[config.mk]
export PLATFORM = sky130hd
export DESIGN_NAME = mux16_rr_arbiter
export DESIGN_NICKNAME = d
export VERILOG_FILES = /design/src/rtl/mux16_rr_arbiter.sv
export SDC_FILE = /design/constraint.sdc
export NUM_CORES = 1
export LEC_CHECK = 0
export CAP_MARGIN = 10
export CORE_ASPECT_RATIO = 0.6
export CORE_MARGIN = 4
export CORE_UTILIZATION = 62
export DETAILED_ROUTE_END_ITERATION = 10
export PLACE_DENSITY = 0.83
export RECOVER_POWER = 50
export SYNTH_ARGS = -nofsm -noshare
export SYNTH_HDL_FRONTEND = slang
export SYNTH_SLANG_ARGS = --single-unit
[constraint.sdc]
create_clock -name clk -period 6.7 [get_ports clk]
set_input_delay 0.67 -clock clk [delete_from_list [all_inputs] [get_ports clk]]
set_output_delay 0.67 -clock clk [all_outputs]
set_load 0.01 [all_outputs]
[src/rtl/mux16_rr_arbiter.sv]
// mux16_rr_arbiter
//   Round-robin arbiter in front of a shared 16-way, 8-bit bus multiplexer.
//   It picks one owner among up to NUM_REQ requesters and drives the mux
//   Selector/Disable inputs. It also returns a one-hot grant to the owner.
//   Bus tenure is bounded to MAX_HOLD consecutive non-stalled cycles.
//
// Ports
//   clk          in   1   rising-edge clock
//   rst          in   1   synchronous reset, active-low
//   req          in   16  per-requester request; bits >= NUM_REQ ignored
//   stall        in   1   1 = freeze all state this cycle, req ignored
//   grant        out  16  one-hot grant to the current owner, 0 when idle
//   Selector     out  8   mux select = owner index, [7:4] always 0
//   Disable      out  1   1 = no owner, mux output disabled
//   busy         out  1   1 = bus owned (always ~Disable)
//   o_dbg_state  out  1   FSM state (0 = IDLE, 1 = OWNED) for observation
//
// Handshake: there is no valid/ready pair. A requester holds req[i] high
// for as long as it wants the bus. It owns the bus in every cycle where
// grant[i] is high. Dropping req[i] gives up ownership at the next edge.
// A request that drops before it is granted is simply forgotten.
//
// All outputs come straight from flops. Grant, Selector and Disable
// become valid one edge after the req that caused them.

module mux16_rr_arbiter #(
  parameter int UUID     = 0,
  parameter     NAME     = "",
  parameter int NUM_REQ  = 16,
  parameter int MAX_HOLD = 8
) (
  input  logic        clk,
  input  logic        rst,
  input  logic [15:0] req,
  input  logic        stall,
  output logic [15:0] grant,
  output logic [7:0]  Selector,
  output logic        Disable,
  output logic        busy,
  output logic        o_dbg_state
);

  typedef enum logic {
    IDLE  = 1'b0,
    OWNED = 1'b1
  } state_t;

  localparam logic [15:0] REQ_MASK = 16'((33'h1 << NUM_REQ) - 33'h1);
  localparam logic [3:0]  LAST_IDX = 4'(NUM_REQ - 1);
  localparam logic [7:0]  HOLD_MAX = 8'(MAX_HOLD);

  // Identification parameters are informational only.
  logic w_unused_params;
  assign w_unused_params = ^{UUID, NAME};

  state_t      r_state;
  state_t      w_state_n;
  logic [3:0]  r_rr_ptr;
  logic [3:0]  w_rr_ptr_n;
  logic [7:0]  r_hold_cnt;
  logic [7:0]  w_hold_cnt_n;
  logic [3:0]  r_owner;
  logic [3:0]  w_owner_n;
  logic [15:0] r_grant;
  logic        r_disable;
  logic        r_busy;

  logic [15:0] w_req;
  logic [3:0]  w_rel_ptr;
  logic [4:0]  w_pick_cur;
  logic [4:0]  w_pick_rel;
  logic [15:0] w_grant_n;

  assign w_req = req & REQ_MASK;

  // Pointer that takes effect if the current owner releases this cycle.
  assign w_rel_ptr = (r_owner == LAST_IDX) ? 4'd0 : (r_owner + 4'd1);

  // Returns {found, index}. The scan starts at ptr and wraps modulo NUM_REQ.
  function automatic logic [4:0] rr_pick(input logic [3:0] ptr,
                                         input logic [15:0] r);
    logic       found;
    logic [3:0] idx;
    int         c;
    found = 1'b0;
    idx   = ptr;
    for (int k = 0; k < NUM_REQ; k++) begin
      c = int'(ptr) + k;
      if (c >= NUM_REQ) c = c - NUM_REQ;
      if (!found && r[c]) begin
        found = 1'b1;
        idx   = c[3:0];
      end
    end
    return {found, idx};
  endfunction

  assign w_pick_cur = rr_pick(r_rr_ptr, w_req);
  assign w_pick_rel = rr_pick(w_rel_ptr, w_req);

  always_comb begin
    w_state_n    = r_state;
    w_rr_ptr_n   = r_rr_ptr;
    w_hold_cnt_n = r_hold_cnt;
    w_owner_n    = r_owner;
    if (!stall) begin
      case (r_state)
        IDLE: begin
          // A grant from IDLE leaves the pointer alone.
          if (w_pick_cur[4]) begin
            w_state_n    = OWNED;
            w_owner_n    = w_pick_cur[3:0];
            w_hold_cnt_n = 8'd1;
          end
        end
        OWNED: begin
          if (w_req[r_owner] && (r_hold_cnt < HOLD_MAX)) begin
            w_hold_cnt_n = r_hold_cnt + 8'd1;
          end else begin
            // Release, then re-arbitrate in the same edge from the
            // advanced pointer so no idle bubble appears between owners.
            w_rr_ptr_n = w_rel_ptr;
            if (w_pick_rel[4]) begin
              w_owner_n    = w_pick_rel[3:0];
              w_hold_cnt_n = 8'd1;
            end else begin
              // Owner index is kept so Selector holds its last value.
              w_state_n    = IDLE;
              w_hold_cnt_n = 8'd0;
            end
          end
        end
        default: begin
          w_state_n    = IDLE;
          w_hold_cnt_n = 8'd0;
        end
      endcase
    end
  end

  assign w_grant_n = (w_state_n == OWNED) ? (16'h0001 << w_owner_n) : 16'h0000;

  always_ff @(posedge clk) begin
    if (!rst) begin
      r_state    <= IDLE;
      r_rr_ptr   <= 4'd0;
      r_hold_cnt <= 8'd0;
      r_owner    <= 4'd0;
      r_grant    <= 16'h0000;
      r_disable  <= 1'b1;
      r_busy     <= 1'b0;
    end else begin
      r_state    <= w_state_n;
      r_rr_ptr   <= w_rr_ptr_n;
      r_hold_cnt <= w_hold_cnt_n;
      r_owner    <= w_owner_n;
      r_grant    <= w_grant_n;
      r_disable  <= (w_state_n == IDLE);
      r_busy     <= (w_state_n == OWNED);
    end
  end

  assign grant       = r_grant;
  assign Selector    = {4'b0000, r_owner};
  assign Disable     = r_disable;
  assign busy        = r_busy;
  assign o_dbg_state = r_state;

endmodule

==> key figures <==
Route
  – Via/cell ratio: 7.910
  – Detailed-route wire length per cell: 26.45 um
  – First-pass iteration count of the detailed router: 7
  – ANT nets after route: 0
  – DRC: 0
  – Final WL: between 20 and 25 mm
  – Vias: 7459
  – Iter 0 DRT Violations: 1380

Timing
  – Fin Setup TNS: 0 ns
  – RSZ-0062 raised after global routing: false
  – Measured slew at the worst slew-check pin: 1.145 ns
  – Clk_skew: 0.001825 ns
  – Slew Viols, Final: 0
  – Final setup vio count: 0
  – Slew HR: 23.13%
  – Fin. Hold Viols: 0
  – FMAX: roughly 160 MHz
  – Period minus WS final: 6.235 ns
  – Tcrit/Tclk final: 93.07%

Synth
  – #FFs+latches synth: 34
  – Share of the synthesized area in the top cell type: roughly a fifth
  – Top cells by count, synth: nand2_1, nor2_1, mux4_2
  – EDFF count, synth: 0
  – Library cells used by synthesis: 89
  – Top FF cell, synth: dfxtp_1
  – Synth Cell Area: 6628 um^2
  – Post-synthesis async set-or-reset flop share: 0%
  – Syn Inst Count: 806
  – Main area contributors after synthesis: mux4_2, dfxtp_1, mux2i_1
  – Yosys top cell by area: mux4_2
  – Yosys Warn Count: 0
  – Syn_area_per_cell: 8.223 um^2
  – Seq/Total Area, Yosys: between 10% and 20%
  – Cell with the most instances after synthesis: nand2_1

Critical path
  – CP most frequent cell: mux2_2
  – Critical Path RT: 6.82 ns
  – Data arrival, critical path: roughly 6.4 ns
  – CP Cell Sequence: buf_4, clkinv_1, ha_2, mux4_2, mux2_2, mux2_2, a2111oi_2, nand3_1, nor4b_1, a21oi_1, o21ai_1, nand2_1, a2111oi_1
  – Crit-path max cell delay: 0.68 ns
  – Critical path capture point type: flip-flop
  – Setup CP Type: reg -> reg
  – Crit Path Max Fanout: 25
  – Max stage delay cell, worst path: ha_2
  – Crit path launch type: flip-flop

Finish
  – # fillers: 810
  – Register area: 680.7 um^2
  – Design area: 7238 um^2
  – Layout cells sized above 1: 16.73%
  – Multi-input gate area: 5542 um^2
  – Area Overhead vs Synth: 9.213%
  – Finished Layout Cells: 943
  – Nets@finish: 840

Clocking
  – Worst-Skew Late Latency: between 0.2 and 0.3 ns
  – Deepest clock path buffer count: 2
  – Post-CTS sizing: 0
  – CTS sink count: 34
  – Post CTS Setup Buffer Count: 0
  – Htree depth: 2
  – Clock root buffer: clkbuf_16
  – # hold bufs at CTS: 0
  – CTS clock-pin slew for the worst setup and hold paths: 0.06 ns
  – CTS tree: done
  – Num CTS Buffers: 5

Floorplanning
  – Row cnt: 28
  – Initial Util: 65.46%
  – Die W: 141.5 um
  – DIE HEIGHT: 88.09 um
  – Core area: about 10000 um^2
  – DIE AREA: 12460 um^2
  – IO Pins: 46

Power
  – Switching share of power: 54.47%
  – Clock Power Share: 11.6%
  – Pwr dens: 360.2 nW/um^2
  – LEAKAGE: around 2.6 nW
  – Net Switching: 1.420 mW
  – Comb power frac: about 80%
  – Reg power frac: 9.1%
  – Int Power: 1.187 mW
  – Max VDD drop: between 0.2 and 0.25 mV

Global routing
  – First-pass GRT wire length: 39.25 mm
  – Total Routing Usage GR: 39.71%
  – Vias in the first global route: 6950
  – Grt total ovfl: 0
  – Initial antenna violation count: 0
  – Largest net degree at the start of global routing: 33

Placement
  – Dpl cells: between 900 and 1000
  – # port buffers: 41
  – Post-DP Area: 7043 um^2
  – DPL Wire Length: roughly 18 mm
  – Final RePlAce weighted congestion: approximately 1.1

Worst hold path
  – Hold/Removal Path Class: reg -> reg

Status
  – Status: finished clean

Run
  – # Max-Cap Violations: 0
-- power by group through the flow --
stage	clock network (mW)	registers, mW	logic (mW)
after floorplan	0	0.236	1.41
after global placement	0	0.242	1.88
after detailed placement	0	0.241	1.92
after CTS	0.302	0.238	1.93
after global routing	0.310	0.240	2.16
final	0.304	0.238	2.07
-- cells by family (layout without fill, tap and decap cells) --
group	after synthesis	in the layout	synth area share, %
xor gates and xnor gates	24	24	3.681
buffers and inverters	97	95	6.324
adders and majority gates	15	15	2.832
muxes	135	135	31.47
and+or+nand+nor	260	260	19.14
AOI/OAI and AO/OA	240	240	26.22
other	1	5	0.05658
DFF	34	34	10.27
-- flip-flops by register name (all words and copies together) (netlist names) --
name        flops
grant          16
Disable         1
r_owner         4
busy            1
r_hold_cnt      8
r_rr_ptr        4
-- cells in the final DEF, fill, tap and decap left out, drive strengths merged, types with 11 or more instances in the layout --
master,netlist,routed
inv,24,24
a211oi,14,14
clkdlybuf4s50,0,18
buf,30,18
xnor2,21,21
a22oi,16,16
a2111oi,11,11
nand2b,15,15
mux4,55,55
a21oi,47,47
nand2,77,77
dfxtp,34,34
o21ai,39,39
nand3,18,18
and2,11,11
dlygate4sd3,0,23
mux2i,53,53
ha,15,15
nor2,65,65
nor3,29,29
a31oi,12,12
mux2,27,27
-- path summary, 6_finish.rpt --
kind	slack (ns)	startpoint	endpoint	depth (start not counted)
min	0.47	r_hold_cnt[7]	r_hold_cnt[7]	2
max reg2reg	0.46	r_rr_ptr[0]	grant[10]	13
min reg2reg	0.47	r_hold_cnt[7]	r_hold_cnt[7]	2
max	0.46	r_rr_ptr[0]	grant[10]	13
-- metal layers --
layer	part of all wire [%]	wire [um]	track usage, %	up-vias
li1	-	-	-	3132
met3	20	4960	17.62	102
met2	38	9439	54.00	775
met4	2.3	566	7.143	2
met5	0.27	67	0	-
met1	40	9914	58.38	3448
-- layout make-up --
type,count,share of cell area (%)
Clock buffer,5,1.729
Timing Repair Buffer,60,7.589
Inverter,27,1.400
Multi-Input combinational cell,678,76.56
Antenna cell,1,0.03457
Clock inverter,3,0.9507
Tap cell,135,2.334
Sequential cell,34,9.404
-- critical path: cells and delay by family (launching register included) --
family / cells / cell delay [ns]
AO/OA/AOI/OAI: 4 / 1.94
multiplexers: 3 / 1.32
AND/OR/NAND/NOR: 3 / 1.15
adder cells (fa/ha/maj): 1 / 0.68
buffers and inverters: 2 / 0.66
flip-flops: 1 / 0.31
-- per-stage QoR --
step | util [%] | power [mW] | setup slack, ns | hold WS [ns]
2_1_floorplan | - | 1.642 | 1.238 | 0.4375
3_3_place_gp | 69.56 | 2.121 | 0.8189 | 0.4560
3_5_place_dp | 69.56 | 2.156 | 0.6650 | 0.4568
4_1_cts | 71.48 | 2.472 | 0.4093 | 0.4707
5_1_grt | 71.47 | 2.707 | 0.05094 | 0.4877
6_report | 71.49 | 2.607 | 0.4646 | 0.4715
No activity file was read; power rests on OpenSTA's default activity.
